## config.mk

```make
export PLATFORM = sky130hd
export DESIGN_NAME = img_binarize_loader_flat
export DESIGN_NICKNAME = d
export VERILOG_FILES = /design/src/rtl/img_binarize_loader_if.sv /design/src/rtl/img_binarize_loader.sv /design/src/flat_wrapper.sv
export SDC_FILE = /design/constraint.sdc
export NUM_CORES = 1
export LEC_CHECK = 0
export CAP_MARGIN = 20
export CORE_AREA = 2 2 120 122
export CTS_BUF_LIST = sky130_fd_sc_hd__clkbuf_4 sky130_fd_sc_hd__clkbuf_8
export CTS_CLUSTER_SIZE = 25
export DETAILED_ROUTE_END_ITERATION = 8
export DIE_AREA = 0 0 122 124
export GPL_TIMING_DRIVEN = 1
export PLACE_DENSITY = 0.87
export SLEW_MARGIN = 20
export SYNTH_ARGS = -nofsm -noshare
export SYNTH_HDL_FRONTEND = slang
export SYNTH_SLANG_ARGS = --single-unit
export TNS_END_PERCENT = 5
```

## constraint.sdc

```tcl
create_clock -name clk -period 3.2 [get_ports clk]
set_input_delay 0.32 -clock clk [delete_from_list [all_inputs] [get_ports clk]]
set_output_delay 0.32 -clock clk [all_outputs]
set_load 0.005 [all_outputs]
```

## src/rtl/img_binarize_loader_if.sv

```systemverilog
// Pixel-stream and binarized-frame signals of img_binarize_loader.
// The master side drives pixels and acks; the slave side (the loader) returns the frame.
interface img_binarize_loader_if #(
    parameter int N = 100
);
    logic [7:0]   pix_in;
    logic         pix_valid;
    logic         pix_sof;
    logic         pix_ready;
    logic [N-1:0] img;
    logic         img_valid;
    logic         img_ack;
    logic         sof_err;
    logic [7:0]   frame_cnt;

    modport master (
        output pix_in, pix_valid, pix_sof, img_ack,
        input  pix_ready, img, img_valid, sof_err, frame_cnt
    );

    modport slave (
        input  pix_in, pix_valid, pix_sof, img_ack,
        output pix_ready, img, img_valid, sof_err, frame_cnt
    );
endinterface

```

## src/rtl/img_binarize_loader.sv

```systemverilog
// Thresholds a raster grayscale stream into a W*H bit frame and holds it until acked.
// Raster pixel k ends up at img[N-1-k] because the fill register shifts in from the LSB.
module img_binarize_loader #(
    parameter int         W      = 10,
    parameter int         H      = 10,
    parameter logic [7:0] THRESH = 8'd128
) (
    input  logic                 clk,
    input  logic                 rst_n,
    img_binarize_loader_if.slave bus
);
    localparam int N  = W * H;
    localparam int CW = $clog2(N + 1);
    localparam logic [CW-1:0] LAST = CW'(N - 1);

    typedef enum logic [1:0] {
        IDLE,
        FILL,
        HOLD
    } state_t;

    state_t        state_q, state_d;
    logic [CW-1:0] count_q, count_d;
    logic [N-1:0]  fill_q, fill_d;
    logic [N-1:0]  img_q, img_d;
    logic          img_valid_q, img_valid_d;
    logic          sof_err_q, sof_err_d;
    logic          pix_ready_q, pix_ready_d;
    logic [7:0]    frame_cnt_q, frame_cnt_d;

    logic          accept;
    logic          pix_bit;
    logic [N-1:0]  fill_shift;

    assign accept     = bus.pix_valid & pix_ready_q;
    assign pix_bit    = (bus.pix_in >= THRESH);
    assign fill_shift = (fill_q << 1) | N'(pix_bit);

    always_comb begin
        state_d     = state_q;
        count_d     = count_q;
        fill_d      = fill_q;
        img_d       = img_q;
        img_valid_d = img_valid_q;
        sof_err_d   = 1'b0;
        frame_cnt_d = frame_cnt_q;

        unique case (state_q)
            IDLE: begin
                if (accept && bus.pix_sof) begin
                    // A one-pixel frame is complete as soon as its only pixel arrives
                    if (LAST == '0) begin
                        img_d       = N'(pix_bit);
                        img_valid_d = 1'b1;
                        frame_cnt_d = frame_cnt_q + 8'd1;
                        count_d     = '0;
                        state_d     = HOLD;
                    end else begin
                        fill_d  = N'(pix_bit);
                        count_d = CW'(1);
                        state_d = FILL;
                    end
                end
            end
            FILL: begin
                if (accept) begin
                    if (bus.pix_sof) begin
                        fill_d    = N'(pix_bit);
                        count_d   = CW'(1);
                        sof_err_d = 1'b1;
                    end else if (count_q == LAST) begin
                        img_d       = fill_shift;
                        img_valid_d = 1'b1;
                        frame_cnt_d = frame_cnt_q + 8'd1;
                        count_d     = '0;
                        state_d     = HOLD;
                    end else begin
                        fill_d  = fill_shift;
                        count_d = count_q + CW'(1);
                    end
                end
            end
            HOLD: begin
                if (bus.img_ack) begin
                    img_valid_d = 1'b0;
                    state_d     = IDLE;
                end
            end
            default: state_d = IDLE;
        endcase

        // Ready is registered from the next state so it never depends combinationally on inputs
        pix_ready_d = (state_d != HOLD);
    end

    always_ff @(posedge clk or negedge rst_n) begin
        if (!rst_n) begin
            state_q     <= IDLE;
            count_q     <= '0;
            fill_q      <= '0;
            img_q       <= '0;
            img_valid_q <= 1'b0;
            sof_err_q   <= 1'b0;
            pix_ready_q <= 1'b1;
            frame_cnt_q <= 8'd0;
        end else begin
            state_q     <= state_d;
            count_q     <= count_d;
            fill_q      <= fill_d;
            img_q       <= img_d;
            img_valid_q <= img_valid_d;
            sof_err_q   <= sof_err_d;
            pix_ready_q <= pix_ready_d;
            frame_cnt_q <= frame_cnt_d;
        end
    end

    assign bus.pix_ready = pix_ready_q;
    assign bus.img       = img_q;
    assign bus.img_valid = img_valid_q;
    assign bus.sof_err   = sof_err_q;
    assign bus.frame_cnt = frame_cnt_q;
endmodule

```

## src/flat_wrapper.sv

```systemverilog
// flat-port wrapper written by rule: the top's interface ports become plain ports
module img_binarize_loader_flat 
#(
    parameter int         W      = 10,
    parameter int         H      = 10,
    parameter logic [7:0] THRESH = 8'd128
)
  (clk, rst_n, bus_pix_in, bus_pix_valid, bus_pix_sof, bus_img_ack, bus_pix_ready, bus_img, bus_img_valid, bus_sof_err, bus_frame_cnt);
  img_binarize_loader_if #(.N((100))) bus_i ();
  input  logic clk;
  input  logic rst_n;
  input wire logic [$bits(bus_i.pix_in)-1:0] bus_pix_in;
  input wire logic [$bits(bus_i.pix_valid)-1:0] bus_pix_valid;
  input wire logic [$bits(bus_i.pix_sof)-1:0] bus_pix_sof;
  input wire logic [$bits(bus_i.img_ack)-1:0] bus_img_ack;
  output wire logic [$bits(bus_i.pix_ready)-1:0] bus_pix_ready;
  output wire logic [$bits(bus_i.img)-1:0] bus_img;
  output wire logic [$bits(bus_i.img_valid)-1:0] bus_img_valid;
  output wire logic [$bits(bus_i.sof_err)-1:0] bus_sof_err;
  output wire logic [$bits(bus_i.frame_cnt)-1:0] bus_frame_cnt;
  assign bus_i.pix_in = bus_pix_in;
  assign bus_i.pix_valid = bus_pix_valid;
  assign bus_i.pix_sof = bus_pix_sof;
  assign bus_i.img_ack = bus_img_ack;
  assign bus_pix_ready = bus_i.pix_ready;
  assign bus_img = bus_i.img;
  assign bus_img_valid = bus_i.img_valid;
  assign bus_sof_err = bus_i.sof_err;
  assign bus_frame_cnt = bus_i.frame_cnt;
  img_binarize_loader #(.W(W), .H(H), .THRESH(THRESH)) u_core (.clk(clk), .rst_n(rst_n), .bus(bus_i));
endmodule
```

# Word-level counts from Yosys, hierarchy flattened
# Index checks and enable logic that the tools add are counted.
# word_totals
register_bits,219
input_bits,13
output_inout_bits,111
# op_classes
add_sub_neg,2
order_cmp,1
n_eq_ne,10
muxes,24
n_bitwise,3
n_reduce_logical,8
# ops
operator,n
2-to-1 mux 99 bit,4
case mux 99 bit (2 select lines),1
OR 100 x 1 -> 100 bit,1
2-to-1 mux 7 bit,4
case mux 7 bit (2 select lines),1
2-to-1 mux 2 bit,5
adder 8 x 1 -> 8 bit (second input constant),1
greater-or-equal comparator 8 bit (second input constant),1
AND reduction 4 bit,2
adder 7 x 1 -> 7 bit (second input constant),1
equality test 7 bit (second input constant),1
2-to-1 mux 1 bit,7
inequality test 2 x 1 -> 1 bit (second input constant),3
inequality test 2 bit (second input constant),3
case mux 2 bit (3 select lines),1
AND reduction 5 bit,1
nonzero test 2 bit,2
inequality test 3 bit (second input constant),1
AND reduction 3 bit,1
equality test 2 x 1 -> 1 bit (second input constant),1
equality test 2 bit (second input constant),1
logical NOT 2 bit,1
case mux 1 bit (2 select lines),1
AND 1 bit,1
2 further kinds,2

# Logic depth before layout (Yosys ltp)
# Gate-level depths: netlist of run 1.
# depth
depth_word,6
depth_mapped,8
ltp_nobuf,5

# Worst setup path after synthesis of run 1
# No wires, ideal clock.
# synth_path
path_kind,register to register
start,reg u_core.count_q[0]
end,reg u_core.fill_q[0]
setup_time_ns,0.125
t_arrival_ns,1.782
required_time_ns,3.075
slack_ns,1.294
path_stages_with_launch,7
path_buffers,1
period_less_slack_ns,1.906
cell_sequence,dfrtp_1 ha_1 nor2b_1 nand2_1 o21ai_2 buf_4 mux2_2
# synth_via
elab_chain_cells,3
# synth_rtl
element,line_no,text
from (decl),img_binarize_loader.sv:23,"logic [CW-1:0] count_q, count_d;"
from (signal assigned),img_binarize_loader.sv:108,count_q <= count_d;
equality test 7 bit,img_binarize_loader.sv:71,end else if (count_q == LAST) begin
inequality test 3 bit (no source line),n/a,
AND reduction 4 bit (no source line),n/a,
to (signal assigned),img_binarize_loader.sv:109,fill_q <= fill_d;
to (decl),img_binarize_loader.sv:24,"logic [N-1:0] fill_q, fill_d;"
# Every way passes these cells.
# A chain may end at the register's enable or synchronous reset.

# Worst setup path in the final report of run 1
# layout_path
start,reg u_core.count_q[1]
end,reg u_core.fill_q[66]
# The elaborated chain is that of the path after synthesis.

==> results of run 1 <==
[tightest hold or removal path: stages]
cell and delay (ps):
clkdlybuf4s50_1 430, nand2_1 70, nand2_1 50
[layout make-up]
type	instances	area, um2	area share
Clock buffer	50	638	0.0628
Clock inverter	5	31.3	0.00308
Inverter	4	15.0	0.00148
Multi-Input combinational cell	468	2450	0.241
Sequential cell	219	5480	0.540
Tap cell	180	225	0.0222
Timing Repair Buffer	129	1320	0.130
[worst paths after layout]
check                                endpoint  slack, ps  cells past startpoint
setup / recovery            u_core.fill_q[66]        820                      6
hold / removal              u_core.bus.img[0]        430                      3
setup reg to reg            u_core.fill_q[66]        820                      6
hold reg to reg             u_core.bus.img[6]        470                      2
max in group asynchronous   u_core.fill_q[32]       1870                      3
min in group asynchronous  u_core.bus.img[81]        460                      2
[power by group]
part	switching (W)	internal, W	total [W]	leakage (nW)
registers	0.0000123	0.00278	0.00280	3.04
clock network	0.00100	0.00127	0.00228	0.355
logic	0.000116	0.0000387	0.000155	1.81
total	0.00113	0.00410	0.00523	5.20
[per-stage QoR]
step	worst slack [ps]	cells	instance area [um2]
after global routing	629	1055	10200
final	821	1055	10200
after detailed placement	669	999	9470
after floorplan	1290	737	8160
after CTS	812	1055	10200
after global placement	794	999	9470
[what timing repair did]
item,4_1_cts,5_1_grt
buffers inserted,0,0
gates resized for setup,0,0
endpoints found under the hold margin,97,0
hold buffers,1,0
[cell families (layout without fill, tap and decap cells)]
family,Yosys count,in the layout
AOI/OAI and AO/OA,114,114
xor gates and xnor gates,7,7
adders and majority gates,2,2
buffers and inverters,50,188
DFF,219,219
muxes,1,1
and+or+nand+nor,344,344
[synthesized netlist by cell type, types with 2 or more instances]
cell      number  share of area
dfrtp_1      218           0.67
nand3_1        4         0.0025
and2_1         3         0.0023
nand2_1      311           0.14
a21oi_1        2         0.0012
ha_1           2         0.0031
inv_1          4         0.0018
nor3b_1        2         0.0018
buf_1          3         0.0014
a31oi_1        2         0.0015
a22o_1        99           0.11
buf_2         16         0.0098
buf_4          8         0.0074
nand4_1        5         0.0038
clkbuf_1      18         0.0083
nor2_1         7         0.0032
xnor2_1        6         0.0064
and3_1         3         0.0023
o21ai_0        6         0.0037
[routing by layer]
metal | track usage | vias to the layer above
met4 | 0.0855 | 0
met2 | 0.382 | 206
met1 | 0.325 | 2916
met3 | 0.0467 | 30
li1 | - | 2699
met5 | 0 | -
[sequential cells by signal (all words and copies together), names as in the netlist]
signal                count
u_core.bus.img_valid      1
u_core.bus.img          100
u_core.state_q            2
u_core.bus.pix_ready      1
u_core.fill_q            99
u_core.bus.sof_err        1
u_core.bus.frame_cnt      8
u_core.count_q            7
==> flow_summary.yaml, run 1 <==
status:
  status: "complete, no violations"
placed_design:
  io_buffers: 116
  place_congestion: 0.771
  dp_hpwl_um: 10600
floorplanning:
  ios: 124
  start_util: 0.595
  core-area_um2: 13700
  die_w_um: 122
  die_area_um2: 15100
  placement_rows: 43
  die_h_um: 124
yosys:
  synth-edff-count: 0
  synth_area_um2: 8160
  synthSimpleGateAreaFrac: 0.167
  synth_fa_ha_area_frac: 0.00307
  ys.flop_type: "dfrtp_1"
  synth_mux_area_frac: 0.00138
  ys_ff_latch: 219
  synth_nets: 752
  synth_cells: 737
  synth-async-reset-ratio: 1.00
  yosysUniqueCellTypes: 37
  syn_avg_cell_area_um2: 11.1
  synth-compound-area-share: 0.119
  synthXorXnorAreaFrac: 0.00751
  ys_seq_area_frac: 0.671
  synth_top_family_by_area: "simple AND/OR/NAND/NOR gates"
  ys.warnings.count: 0
routing:
  drt-met1-wl_um: 7330
  avgViaCountPerCell: 5.55
  routed.top_layer: "met4"
  drtIter0Drc: 361
  dr_total_vias: 5851
  first_pass_iters: 5
  drt_wl_total_um: 16900
  remaining_drc_errors: 0
  drtAntennaViolNets: 0
  wl_met3_um: 976
  dr_wl_met2_um: 8290
  wl_per_cell_um: 16.0
timing:
  hold_slack_ps: 428
  fin_crit_sh: 0.743
  setup_viol: 0
  drv_slew: 0
  rsz0062_at_grt: "no"
  worst_slew_pin_slew_ps: 778
  totalNegativeSetupSlack_ps: 0
  post-route-min-period_ps: 2380
  slew_headroom: 0.482
  final_hold_viol_count: 0
  finClkSkew_ps: 24.8
  clock.fmax_mhz: 420
worst_setup_path:
  path_cells: "ha_1, nor2b_1, nand2_1, o21ai_4, buf_12, a22o_1"
  cp_top_family: "compound AO/OA/AOI/OAI gates"
  critPathBufInv: 1
  crit_path_start: "u_core.count_q[1]"
  critPathKind: "flip-flop to flip-flop"
  cp.required_ps: 3620
  crit_slowest_cell: "o21ai_4"
  worstPathArrival_ps: 2800
  r2r-start: "u_core.count_q[1]"
  worstSetupStartpointType: "flip-flop"
  critical_path.max_fanout: 49
  slowest_delay_ps: 550
  cp-end-kind: "flip-flop"
cts:
  clock_sinks: 219
  insertion_delay_ps: 500
  root_buffer: "clkbuf_8"
  cts_tree: "done"
  cts_inserted_buffers: 35
  cts_buffer_depth: 3
  cts-htree-levels: 2
  path_clk_slew_ps: 60
min_path:
  min_from: "bus_pix_in[7]"
  hp-class: "input pin to flip-flop"
global_routing:
  grt_pass1_wl_um: 28600
  grt_antenna_before_repair: 0
  grt_pass1_vias: 6005
  grt.overflow.total: 0
  track_usage: 0.237
  grt_max_degree: 102
finish:
  area_growth_pct: 24.4
  utilization: 0.740
  drive_above_1_share: 0.0846
  final_common_cell: "nand2_1"
  fin_nets: 872
  fill_cells: 891
  n_antenna_cell: 0
  final_cell_mix: "nand2_1 (311), dfrtp_1 (218), clkdlybuf4s50_1 (115)"
power:
  power_density_nw_per_um2: 515
  peakVddDrop_mv: 0.378
  p_total_w: 0.00523
  p_leak_nw: 5.20
run:
  drv_cap: 0
Note: power is estimated with default switching activity, not from simulation.
==> inputs of run 2 (changes only) <==
--- a/config.mk
+++ b/config.mk
@@ -6,13 +6,13 @@
 export NUM_CORES = 1
 export LEC_CHECK = 0
 export CAP_MARGIN = 20
-export CORE_AREA = 2 2 120 122
+export CORE_AREA = 2 2 131 133
 export CTS_BUF_LIST = sky130_fd_sc_hd__clkbuf_4 sky130_fd_sc_hd__clkbuf_8
 export CTS_CLUSTER_SIZE = 25
 export DETAILED_ROUTE_END_ITERATION = 8
-export DIE_AREA = 0 0 122 124
+export DIE_AREA = 0 0 133 135
 export GPL_TIMING_DRIVEN = 1
-export PLACE_DENSITY = 0.87
+export PLACE_DENSITY = 0.78
 export SLEW_MARGIN = 20
 export SYNTH_ARGS = -nofsm -noshare
 export SYNTH_HDL_FRONTEND = slang
==> constraint.sdc (replaced) <==
create_clock -name clk -period 2.1 [get_ports clk]
set_input_delay 0.21 -clock clk [delete_from_list [all_inputs] [get_ports clk]]
set_output_delay 0.21 -clock clk [all_outputs]
set_load 0.005 [all_outputs]
==> flow_summary.yaml, run 2 (same netlist as run 1, synthesis figures left out) <==
status:
  status: "complete, no violations"
power:
  p_total_w: 0.00819
  p_seq_frac: 0.520
  power_density_nw_per_um2: 779
  peakVddDrop_mv: 0.526
  netSwitchingPower_w: 0.00171
  netSwitchingFraction: 0.209
  p_int_w: 0.00648
  clockPowerShare: 0.445
  p_comb_frac: 0.035
  p_leak_nw: 5.36
worst_setup_path:
  slowest_delay_ps: 540
  r2r_cells: 4
  crit_slowest_cell: "or3b_1"
  worstPathArrival_ps: 2360
  path_cells: "or3b_1, a211oi_4, buf_4, a22o_1"
  critPathKind: "flip-flop to flip-flop"
  worstSetupStartpointType: "flip-flop"
  r2r-end: "u_core.fill_q[40]"
  reg2reg_slack_ps: 160
  cp-end-kind: "flip-flop"
  cp.required_ps: 2520
  r2r-start: "u_core.state_q[1]"
  crit_path_start: "u_core.state_q[1]"
  critical_path.max_fanout: 34
routing:
  wl_per_cell_um: 14.6
  avgViaCountPerCell: 5.17
  drt_wl_total_um: 16300
  drtIter0Drc: 371
  remaining_drc_errors: 0
  first_pass_iters: 4
  dr_total_vias: 5767
  drtAntennaViolNets: 0
finish:
  drive_above_1_share: 0.106
  final_common_cell: "nand2_1"
  n_antenna_cell: 0
  final_cell_mix: "nand2_1 (311), dfrtp_1 (218), clkdlybuf4s50_1 (115)"
  fin_area_um2: 10500
  fin_nets: 890
  area_growth_pct: 28.9
  largest_reg_flops: 100
cts:
  cts_inserted_buffers: 35
  clock_sinks: 219
  cts_buffer_depth: 3
  cts-htree-levels: 2
  insertion_delay_ps: 490
  post_cts_buffers: 0
  path_clk_slew_ps: 60
  root_buffer: "clkbuf_8"
  cts_tree: "done"
timing:
  fin_crit_sh: 0.922
  clock.fmax_mhz: 517
  final_hold_viol_count: 0
  drv_slew: 0
  totalNegativeSetupSlack_ps: 0
  finClkSkew_ps: 16.4
  setup_viol: 0
  rsz0062_at_grt: "no"
  worst_slew_pin_slew_ps: 506
  slew_headroom: 0.662
  post-route-min-period_ps: 1940
  hold_slack_ps: 258
global_routing:
  grt_pass1_vias: 5648
  grt_pass1_wl_um: 27900
  track_usage: 0.191
  grt_antenna_before_repair: 0
  grt_max_degree: 66
  grt.overflow.total: 0
floorplanning:
  ios: 124
  core-area_um2: 16400
  die_h_um: 135
  placement_rows: 47
  die_w_um: 133
  start_util: 0.498
  die_area_um2: 18000
placed_design:
  place_congestion: 0.800
  dpl-instance-area_um2: 9790
  dp_hpwl_um: 10300
  io_buffers: 116
min_path:
  hp-class: "input pin to async pin"
run:
  drv_cap: 0
[run 2: final cells by class]
type | instances | area [um2]
clock buffer | 56 | 714
clock inverter | 2 | 10.0
fill | 1280 | 5890
inverter | 4 | 15.0
multi-input combinational | 468 | 2450
sequential | 219 | 5480
tap | 220 | 275
timing repair buffer | 147 | 1580
[run 2: how the worst max path moves through the flow]
stage / to / slack (ps)
after floorplan: u_core.fill_q[0] / 190
after global placement: u_core.fill_q[44] / 10
after detailed placement: u_core.fill_q[37] / -50
after CTS: u_core.fill_q[43] / 170
after global routing: u_core.fill_q[37] / 80
final: u_core.fill_q[40] / 160
[run 2: stage by stage]
| stage | utilization | cells | setup slack (ps) |
|---|---|---|---|
| detailed placement | 0.596 | 1057 | -50.2 |
| CTS | 0.641 | 1116 | 168 |
| floorplan | - | 737 | 194 |
| global placement | 0.596 | 1057 | 14.1 |
| global route | 0.641 | 1116 | 82.0 |
| finish | 0.641 | 1116 | 165 |
[run 2: power by group through the flow]
stage	combinational, W	sequential, W	clock (W)
global route	0.000321	0.00426	0.00396
CTS	0.000294	0.00426	0.00374
floorplan	0.000117	0.00433	0
finish	0.000286	0.00426	0.00364
detailed placement	0.000290	0.00433	0
global placement	0.000285	0.00433	0
[run 2: what timing repair did]
action / CTS / global route
gates resized for setup: 0 / 0
hold buffers: 1 / 0
hold endpoints to repair: 58 / 0
[run 2: per-layer routing]
| metal | up-vias | global-route usage | wire length [um] |
|---|---|---|---|
| met5 | - | 0 | 0 |
| met4 | 0 | 0.0544 | 225 |
| met3 | 23 | 0.0435 | 771 |
| met2 | 139 | 0.291 | 7350 |
| met1 | 2873 | 0.279 | 7910 |
| li1 | 2732 | - | - |
[run 2: worst max-delay path: cells and delay by family, from the launching register on]
family          cells  cell delay, ps
compound gates      2             480
buf+inv             1             400
simple gates        1             540
flops               1             440
